<file path="config.mk">
export PLATFORM = sky130hd
export DESIGN_NAME = layer0_neuron_mac_flat
export DESIGN_NICKNAME = d
export VERILOG_FILES = /design/src/rtl/layer0_neuron_mac_pkg.sv /design/src/rtl/layer0_neuron_mac_if.sv /design/src/rtl/layer0_neuron_mac_wbank.sv /design/src/rtl/layer0_neuron_mac.sv /design/src/flat_wrapper.sv
export SDC_FILE = /design/constraint.sdc
export NUM_CORES = 1
export LEC_CHECK = 0
export BUFFER_PORTS_ARGS = -buffer_cell sky130_fd_sc_hd__buf_4
export CAP_MARGIN = 20
export CORE_ASPECT_RATIO = 1.5
export CORE_MARGIN = 4
export CORE_UTILIZATION = 65
export CTS_CLUSTER_DIAMETER = 40
export DETAILED_ROUTE_END_ITERATION = 8
export HOLD_SLACK_MARGIN = 0.08
export PLACE_DENSITY = 0.87
export SLEW_MARGIN = 20
export SYNTH_ARGS = -nofsm -noshare
export SYNTH_HDL_FRONTEND = slang
export SYNTH_SLANG_ARGS = --single-unit
</file>
<file path="constraint.sdc">
create_clock -name clk -period 9.1 [get_ports clk]
set_input_delay 1.82 -clock clk [delete_from_list [all_inputs] [get_ports clk]]
set_output_delay 1.82 -clock clk [all_outputs]
set_load 0.005 [all_outputs]
</file>
<file path="src/rtl/layer0_neuron_mac_pkg.sv">
// Shared definitions for the layer0 neuron MAC slice.
// Contents: default widths, the FSM state type and the sat_relu helper.
// The helper turns a Q.FRAC accumulator into an unsigned Q.FRAC output.
package nn_pkg;

  localparam int NN_N_IN = 3;
  localparam int NN_DW   = 8;
  localparam int NN_FRAC = 4;
  localparam int NN_AW   = 20;
  localparam int NN_OW   = 8;

  // Largest output code, widened to the accumulator width so it can be compared directly.
  localparam logic signed [NN_AW-1:0] NN_OUT_MAX = {{(NN_AW-NN_OW){1'b0}}, {NN_OW{1'b1}}};

  typedef enum logic [2:0] {
    ACCUM = 3'd0,
    WAIT  = 3'd1,
    BIAS  = 3'd2,
    ACT   = 3'd3,
    OUT   = 3'd4
  } nn_state_e;

  // Applies ReLU, drops the extra FRAC bits from the product scaling, then clamps to OW bits.
  function automatic logic [NN_OW-1:0] sat_relu(input logic signed [NN_AW-1:0] acc);
    logic signed [NN_AW-1:0] r;
    r = acc >>> NN_FRAC;
    if (acc[NN_AW-1]) begin
      sat_relu = {NN_OW{1'b0}};
    end else if (r > NN_OUT_MAX) begin
      sat_relu = {NN_OW{1'b1}};
    end else begin
      sat_relu = r[NN_OW-1:0];
    end
  endfunction

endpackage

</file>
<file path="src/rtl/layer0_neuron_mac_if.sv">
// Bus bundle for layer0_neuron_mac.
// Groups these signals:
//   - input stream:           in_valid, in_data, in_ack
//   - counter link:           ack_mac, ctr_rst
//   - weight/bias write port: w_we, w_addr, w_data
//   - result handshake:       out_valid, out_data, out_ready
//   - status:                 busy, err
// The master modport is the environment side; the slave modport is the MAC side.
interface layer0_neuron_mac_if
  import nn_pkg::*;
#(
  parameter int DW = NN_DW,
  parameter int OW = NN_OW
);

  logic                 in_valid;
  logic signed [DW-1:0] in_data;
  logic                 in_ack;
  logic                 ack_mac;
  logic                 ctr_rst;
  logic                 w_we;
  logic [1:0]           w_addr;
  logic signed [DW-1:0] w_data;
  logic                 out_valid;
  logic [OW-1:0]        out_data;
  logic                 out_ready;
  logic                 busy;
  logic                 err;

  modport master (
    output in_valid, in_data, ack_mac, w_we, w_addr, w_data, out_ready,
    input  in_ack, ctr_rst, out_valid, out_data, busy, err
  );

  modport slave (
    input  in_valid, in_data, ack_mac, w_we, w_addr, w_data, out_ready,
    output in_ack, ctr_rst, out_valid, out_data, busy, err
  );

endinterface

</file>
<file path="src/rtl/layer0_neuron_mac_wbank.sv">
// Weight and bias register file for one neuron.
// Ports:
//   clk, rst            clock and synchronous active-high reset (clears all entries)
//   w_we/w_addr/w_data  write port; a write is visible from the next cycle
//   rd_idx/rd_data      combinational weight read
//   bias                combinational read of entry N_IN
// The array spans the whole 2-bit address space, so any w_addr is a legal write target.
module neuron_wbank #(
  parameter int N_IN = 3,
  parameter int DW   = 8
) (
  input  logic                 clk,
  input  logic                 rst,
  input  logic                 w_we,
  input  logic [1:0]           w_addr,
  input  logic signed [DW-1:0] w_data,
  input  logic [1:0]           rd_idx,
  output logic signed [DW-1:0] rd_data,
  output logic signed [DW-1:0] bias
);

  logic signed [DW-1:0] w_r [0:3];

  // Register file write port with reset clear
  always_ff @(posedge clk) begin
    if (rst) begin
      for (int i = 0; i < 4; i++) begin
        w_r[i] <= {DW{1'b0}};
      end
    end else if (w_we) begin
      w_r[w_addr] <= w_data;
    end
  end

  assign rd_data = w_r[rd_idx];
  assign bias    = w_r[N_IN];

endmodule

</file>
<file path="src/rtl/layer0_neuron_mac.sv">
// Per-neuron multiply-accumulate stage for layer0.
// Ports:
//   clk   clock
//   rst   synchronous active-high reset
//   bus   layer0_neuron_mac_if.slave, carrying:
//           - input stream and its in_ack pulses
//           - ack_mac / ctr_rst counter link
//           - weight/bias write port
//           - valid/ready result port
//           - busy and err status
// Flow: accumulate N_IN products, wait for the counter's done flag, add the bias,
// then apply saturating ReLU. The result is held until accepted, then ctr_rst re-arms the counter.
module layer0_neuron_mac
  import nn_pkg::*;
#(
  parameter int N_IN = NN_N_IN,
  parameter int DW   = NN_DW,
  parameter int FRAC = NN_FRAC,
  parameter int AW   = NN_AW,
  parameter int OW   = NN_OW
) (
  input logic clk,
  input logic rst,
  layer0_neuron_mac_if.slave bus
);

  nn_state_e              state_r;
  nn_state_e              state_nxt_s;
  logic [1:0]             idx_r;
  logic [1:0]             idx_nxt_s;
  logic signed [AW-1:0]   acc_r;
  logic                   in_ack_r;
  logic                   ctr_rst_r;
  logic                   out_valid_r;
  logic [OW-1:0]          out_data_r;
  logic                   err_r;
  logic                   busy_r;

  logic                   accept_s;
  logic                   err_set_s;
  logic                   done_s;
  logic                   ack_live_s;
  logic signed [DW-1:0]   w_rd_s;
  logic signed [DW-1:0]   bias_s;
  logic signed [2*DW-1:0] prod_s;
  logic signed [AW-1:0]   prod_ext_s;
  logic signed [AW-1:0]   bias_ext_s;

  neuron_wbank #(
    .N_IN (N_IN),
    .DW   (DW)
  ) u_wbank (
    .clk     (clk),
    .rst     (rst),
    .w_we    (bus.w_we),
    .w_addr  (bus.w_addr),
    .w_data  (bus.w_data),
    .rd_idx  (idx_r),
    .rd_data (w_rd_s),
    .bias    (bias_s)
  );

  // The counter only clears on the edge that ends the ctr_rst cycle. During that cycle its
  // sticky done flag still belongs to the previous vector, so it is masked.
  assign ack_live_s = bus.ack_mac & ~ctr_rst_r;

  assign prod_s     = $signed(bus.in_data) * $signed(w_rd_s);
  assign prod_ext_s = {{(AW-2*DW){prod_s[2*DW-1]}}, prod_s};
  // The bias is Q.FRAC while the products are Q.2FRAC, so the bias is aligned before adding.
  assign bias_ext_s = {{(AW-DW){bias_s[DW-1]}}, bias_s} <<< FRAC;

  // FSM state register
  always_ff @(posedge clk) begin
    if (rst) begin
      state_r <= ACCUM;
    end else begin
      state_r <= state_nxt_s;
    end
  end

  // Next-state decode and per-cycle control strobes
  always_comb begin
    state_nxt_s = state_r;
    accept_s    = 1'b0;
    err_set_s   = 1'b0;
    done_s      = 1'b0;
    case (state_r)
      ACCUM: begin
        // An early done flag wins over a concurrent input, and the partial sum is finished off.
        if (ack_live_s) begin
          err_set_s   = 1'b1;
          state_nxt_s = BIAS;
        end else if (bus.in_valid) begin
          accept_s = 1'b1;
          if (idx_r == 2'(N_IN - 1)) begin
            state_nxt_s = WAIT;
          end else begin
            state_nxt_s = ACCUM;
          end
        end else begin
          state_nxt_s = ACCUM;
        end
      end
      WAIT: begin
        if (ack_live_s) begin
          state_nxt_s = BIAS;
        end else begin
          state_nxt_s = WAIT;
        end
      end
      BIAS: state_nxt_s = ACT;
      ACT:  state_nxt_s = OUT;
      OUT: begin
        if (bus.out_ready) begin
          done_s      = 1'b1;
          state_nxt_s = ACCUM;
        end else begin
          state_nxt_s = OUT;
        end
      end
      default: state_nxt_s = ACCUM;
    endcase
  end

  // Element index for the next cycle
  always_comb begin
    idx_nxt_s = idx_r;
    if (done_s) begin
      idx_nxt_s = 2'd0;
    end else if (accept_s) begin
      idx_nxt_s = idx_r + 2'd1;
    end else begin
      idx_nxt_s = idx_r;
    end
  end

  // Accumulator, index and registered handshake/status outputs
  always_ff @(posedge clk) begin
    if (rst) begin
      idx_r       <= 2'd0;
      acc_r       <= {AW{1'b0}};
      in_ack_r    <= 1'b0;
      ctr_rst_r   <= 1'b0;
      out_valid_r <= 1'b0;
      out_data_r  <= {OW{1'b0}};
      err_r       <= 1'b0;
      busy_r      <= 1'b0;
    end else begin
      idx_r     <= idx_nxt_s;
      in_ack_r  <= accept_s;
      ctr_rst_r <= done_s;
      err_r     <= err_r | err_set_s;
      busy_r    <= ~((state_nxt_s == ACCUM) && (idx_nxt_s == 2'd0));
      case (state_r)
        ACCUM: begin
          if (accept_s) begin
            acc_r <= acc_r + prod_ext_s;
          end
        end
        BIAS: acc_r <= acc_r + bias_ext_s;
        ACT: begin
          out_valid_r <= 1'b1;
          out_data_r  <= sat_relu(acc_r);
        end
        OUT: begin
          if (done_s) begin
            out_valid_r <= 1'b0;
            acc_r       <= {AW{1'b0}};
          end
        end
        default: ;
      endcase
    end
  end

  assign bus.in_ack    = in_ack_r;
  assign bus.ctr_rst   = ctr_rst_r;
  assign bus.out_valid = out_valid_r;
  assign bus.out_data  = out_data_r;
  assign bus.busy      = busy_r;
  assign bus.err       = err_r;

endmodule

</file>
<file path="src/flat_wrapper.sv">
// flat-port wrapper written by rule: the top's interface ports become plain ports
module layer0_neuron_mac_flat import nn_pkg::*;
#(
  parameter int N_IN = NN_N_IN,
  parameter int DW   = NN_DW,
  parameter int FRAC = NN_FRAC,
  parameter int AW   = NN_AW,
  parameter int OW   = NN_OW
)
  (clk, rst, bus_in_valid, bus_in_data, bus_ack_mac, bus_w_we, bus_w_addr, bus_w_data, bus_out_ready, bus_in_ack, bus_ctr_rst, bus_out_valid, bus_out_data, bus_busy, bus_err);
  layer0_neuron_mac_if #(.DW(DW), .OW(OW)) bus_i ();
  input logic clk;
  input logic rst;
  input wire logic [$bits(bus_i.in_valid)-1:0] bus_in_valid;
  input wire logic [$bits(bus_i.in_data)-1:0] bus_in_data;
  input wire logic [$bits(bus_i.ack_mac)-1:0] bus_ack_mac;
  input wire logic [$bits(bus_i.w_we)-1:0] bus_w_we;
  input wire logic [$bits(bus_i.w_addr)-1:0] bus_w_addr;
  input wire logic [$bits(bus_i.w_data)-1:0] bus_w_data;
  input wire logic [$bits(bus_i.out_ready)-1:0] bus_out_ready;
  output wire logic [$bits(bus_i.in_ack)-1:0] bus_in_ack;
  output wire logic [$bits(bus_i.ctr_rst)-1:0] bus_ctr_rst;
  output wire logic [$bits(bus_i.out_valid)-1:0] bus_out_valid;
  output wire logic [$bits(bus_i.out_data)-1:0] bus_out_data;
  output wire logic [$bits(bus_i.busy)-1:0] bus_busy;
  output wire logic [$bits(bus_i.err)-1:0] bus_err;
  assign bus_i.in_valid = bus_in_valid;
  assign bus_i.in_data = bus_in_data;
  assign bus_i.ack_mac = bus_ack_mac;
  assign bus_i.w_we = bus_w_we;
  assign bus_i.w_addr = bus_w_addr;
  assign bus_i.w_data = bus_w_data;
  assign bus_i.out_ready = bus_out_ready;
  assign bus_in_ack = bus_i.in_ack;
  assign bus_ctr_rst = bus_i.ctr_rst;
  assign bus_out_valid = bus_i.out_valid;
  assign bus_out_data = bus_i.out_data;
  assign bus_busy = bus_i.busy;
  assign bus_err = bus_i.err;
  layer0_neuron_mac #(.N_IN(N_IN), .DW(DW), .FRAC(FRAC), .AW(AW), .OW(OW)) u_core (.clk(clk), .rst(rst), .bus(bus_i));
endmodule
</file>
==> impl_metrics.tcl <==
set metrics [dict create \
    overflow 0 \
    cp.depth 17 \
    syn_area_per_cell_um2 9.75 \
    seq_area_frac_synth_pct 23.6 \
    r2r_start "u_core.idx_r[0]" \
    synth_ff_type "dfxtp_1" \
    place_congestion 0.948 \
    rrSetupSlack_ps 2370 \
    tritoncts "done" \
    period_share_pct 76.6 \
    drt-wirelength-per-cell_um 17.8 \
    cp-endpoint "u_core.acc_r[19]" \
    num_rows 47 \
    fin_tns_setup_ps 0 \
    io_pins 37 \
    rsz0062_at_grt "false" \
    clk_path_buf_depth 2 \
    root_buffer "clkbuf_16" \
    synth.most_common_cell "inv_1" \
    seqCellArea_um2 1720 \
    synth.distinct_cells 62 \
    fin_skew_ps 5.64 \
    fillCellCount 778 \
    grt_pass1_wl_mm 28.3 \
    synth_fa_ha_area_share_pct 35.1 \
    postCtsSetupBuffers 0 \
    max_stage_delay_ps 680 \
    cts_buffers 9 \
    ys_top_cells_by_area "fa_1 24%, edfxtp_1 13%, ha_1 11%" \
    maxSlewHeadroom_pct 38.1 \
    crit_fanout 13 \
    critPathLaunchType "primary input" \
    drtPass1Iterations 5 \
    final_layout_size_suffix_gt1_share_pct 9.94 \
    cpMostUsedCell "fa_1" \
    cp_num_buf_inv 3 \
    worstPathRequired_ps 9370 \
    path_delay_family "adder cells" \
    ant_nets 0 \
    drt_wl_total_mm 16.6 \
    diodes 0 \
    path_clk_slew_ps 60 \
    fp.dieH_um 138 \
    cts.sinks 70 \
    syn_area_um2 7290 \
    clock_latency_ps 340 \
    crit_slowest_cell "and2_1" \
    htreeDepth 3 \
    rr_worst_depth 17 \
    setup_viol 0 \
    viasPerCell 6.02 \
    grt_max_degree 38 \
    synthesis.nets 923 \
    grtUsageTotal_pct 28.1 \
    timing.critical_path.from "bus_in_data[7]" \
    cp.arrival_ps 7240 \
    hold_class "reg2reg" \
    fmax_mhz 144 \
    die_area_um2 13000 \
    ctsResizeCount 0 \
    tightest_slew_ps 922 \
    async_reset_ff_share_pct 0 \
    die_w_um 94.5 \
    ys_seq_elements 70 \
    slew_viol_final 0 \
    rr_endpoint "u_core.acc_r[19]" \
    synthCells 748 \
    antenna_found_initial 0 \
    status "completed" \
    grt_pass1_vias 6002 \
    maxCapViolCount 0 \
    synth-edff-count 32 \
    period_needed_ps 6970 \
    yosysTopAreaCell "fa_1" \
    ys_warn_count 0 \
    synth_mux_area_share_pct 3.04 \
    synth_common_cells "103 x inv_1, 89 x fa_1, 67 x and2_1" \
    hold_violations 0 \
    multi_input_area_um2 5090 \
    core_um2 11000 \
    drtIter0Drc 366 \
    cp-end-kind "register" \
    synth_compound_area_share_pct 10.6 \
    syn_to_final_growth_pct 9.32 \
    holdBufCountCts 0 \
    drc_errors 0 \
    synthSimpleGateAreaFrac_pct 17.4 \
    worstPathCellList "buf_4 -> and2_1 -> inv_1 -> fa_1 -> inv_1 -> fa_1 -> fa_1 -> fa_1 -> fa_1 -> ha_1 -> o21ai_0 -> o21ai_0 -> nand2_1 -> o2111ai_1 -> a41oi_1 -> mux2_2 -> a31oi_1" \
    vias 5614 \
    synth_top_family_by_area "adder cells" \
    hpwlAfterDp_mm 13.4 \
    yosys.area.top_type_share_pct 24.4 \
    final_nets 955 \
    synth-xor-area-share_pct 3.59 \
    initial_core_util_pct 66.3 \
    critical_path_class "in2reg" \
    io_buffers 36 \
]
## cell type report
class,count,area share [%]
multi-input combinational,558,63.9
timing repair buffer,38,3.58
clock inverter,5,0.707
inverter,103,4.85
sequential,70,21.6
tap,147,2.31
clock buffer,11,3.05
## tightest hold or removal path, cell delays in order, from the launching register on
cell and delay [ps]:
dfxtp_1 310, nand2_1 50, a21oi_1 50
## metrics by stage
stage	hold WS, ps	setup WS [ps]	cells	util [%]	area, um^2
floorplan	453	2500	748	-	7290
global placement	448	2000	916	69.7	7670
detailed placement	453	1780	916	69.7	7670
CTS	461	2130	932	72.4	7970
global route	512	1740	932	72.5	7970
finish	464	2130	932	72.5	7970
## layout by cell type, fill, tap and decap left out, types with 6 or more instances in the layout
cell	count
o21ai_0	13
mux4_2	7
xnor2_1	22
buf_4	38
o21bai_1	6
nor2_1	49
ha_1	62
clkbuf_16	9
a31oi_1	11
nand2_1	53
nor3_1	25
dfxtp_1	38
a21o_1	11
or2_2	6
a21oi_1	34
fa_1	89
nand3b_1	7
a22oi_1	6
edfxtp_1	32
inv_1	103
xor2_1	6
nand3_1	17
and2_1	67
## logic make-up (layout without fill, tap and decap cells)
kind of cell,count (synthesis),after routing
simple gates,248,248
fa+ha+maj,151,151
buf+inv,120,157
compound gates,117,117
flops,70,70
xor+xnor,29,29
mux,13,13
## state kept, by name, summed over array words and instances, names as in the netlist
| name | cells |
|---|---|
| u_core.bus.ctr_rst | 1 |
| u_core.bus.in_ack | 1 |
| u_core.state_r | 3 |
| u_core.bus.err | 1 |
| u_core.bus.busy | 1 |
| u_core.bus.out_valid | 1 |
| u_core.acc_r | 20 |
| u_core.idx_r | 2 |
| u_core.bus.out_data | 8 |
| u_core.u_wbank.w_r | 32 |
## worst min path at each step
stage | end | slack (ps) | startpoint | cells after the start
6_report | u_core.bus.out_valid | 460 | u_core.bus.out_valid | 2
3_3_place_gp | u_core.bus.out_valid | 450 | u_core.bus.out_valid | 2
5_1_grt | u_core.bus.out_valid | 510 | u_core.bus.out_valid | 2
3_5_place_dp | u_core.bus.out_valid | 450 | u_core.bus.out_valid | 2
2_1_floorplan | u_core.bus.out_valid | 450 | u_core.bus.out_valid | 2
4_1_cts | u_core.bus.out_valid | 460 | u_core.bus.out_valid | 2
## per-layer routing
layer	routed length (um)	up-vias	track usage, %
met2	9250	205	51.9
met3	795	50	3.88
met1	5960	2774	31.3
met5	0	-	0
li1	-	2585	-
met4	571	0	13.9
Power is not shown: default switching activity piles up to over one toggle a cycle in this logic, so the estimate is an artifact.
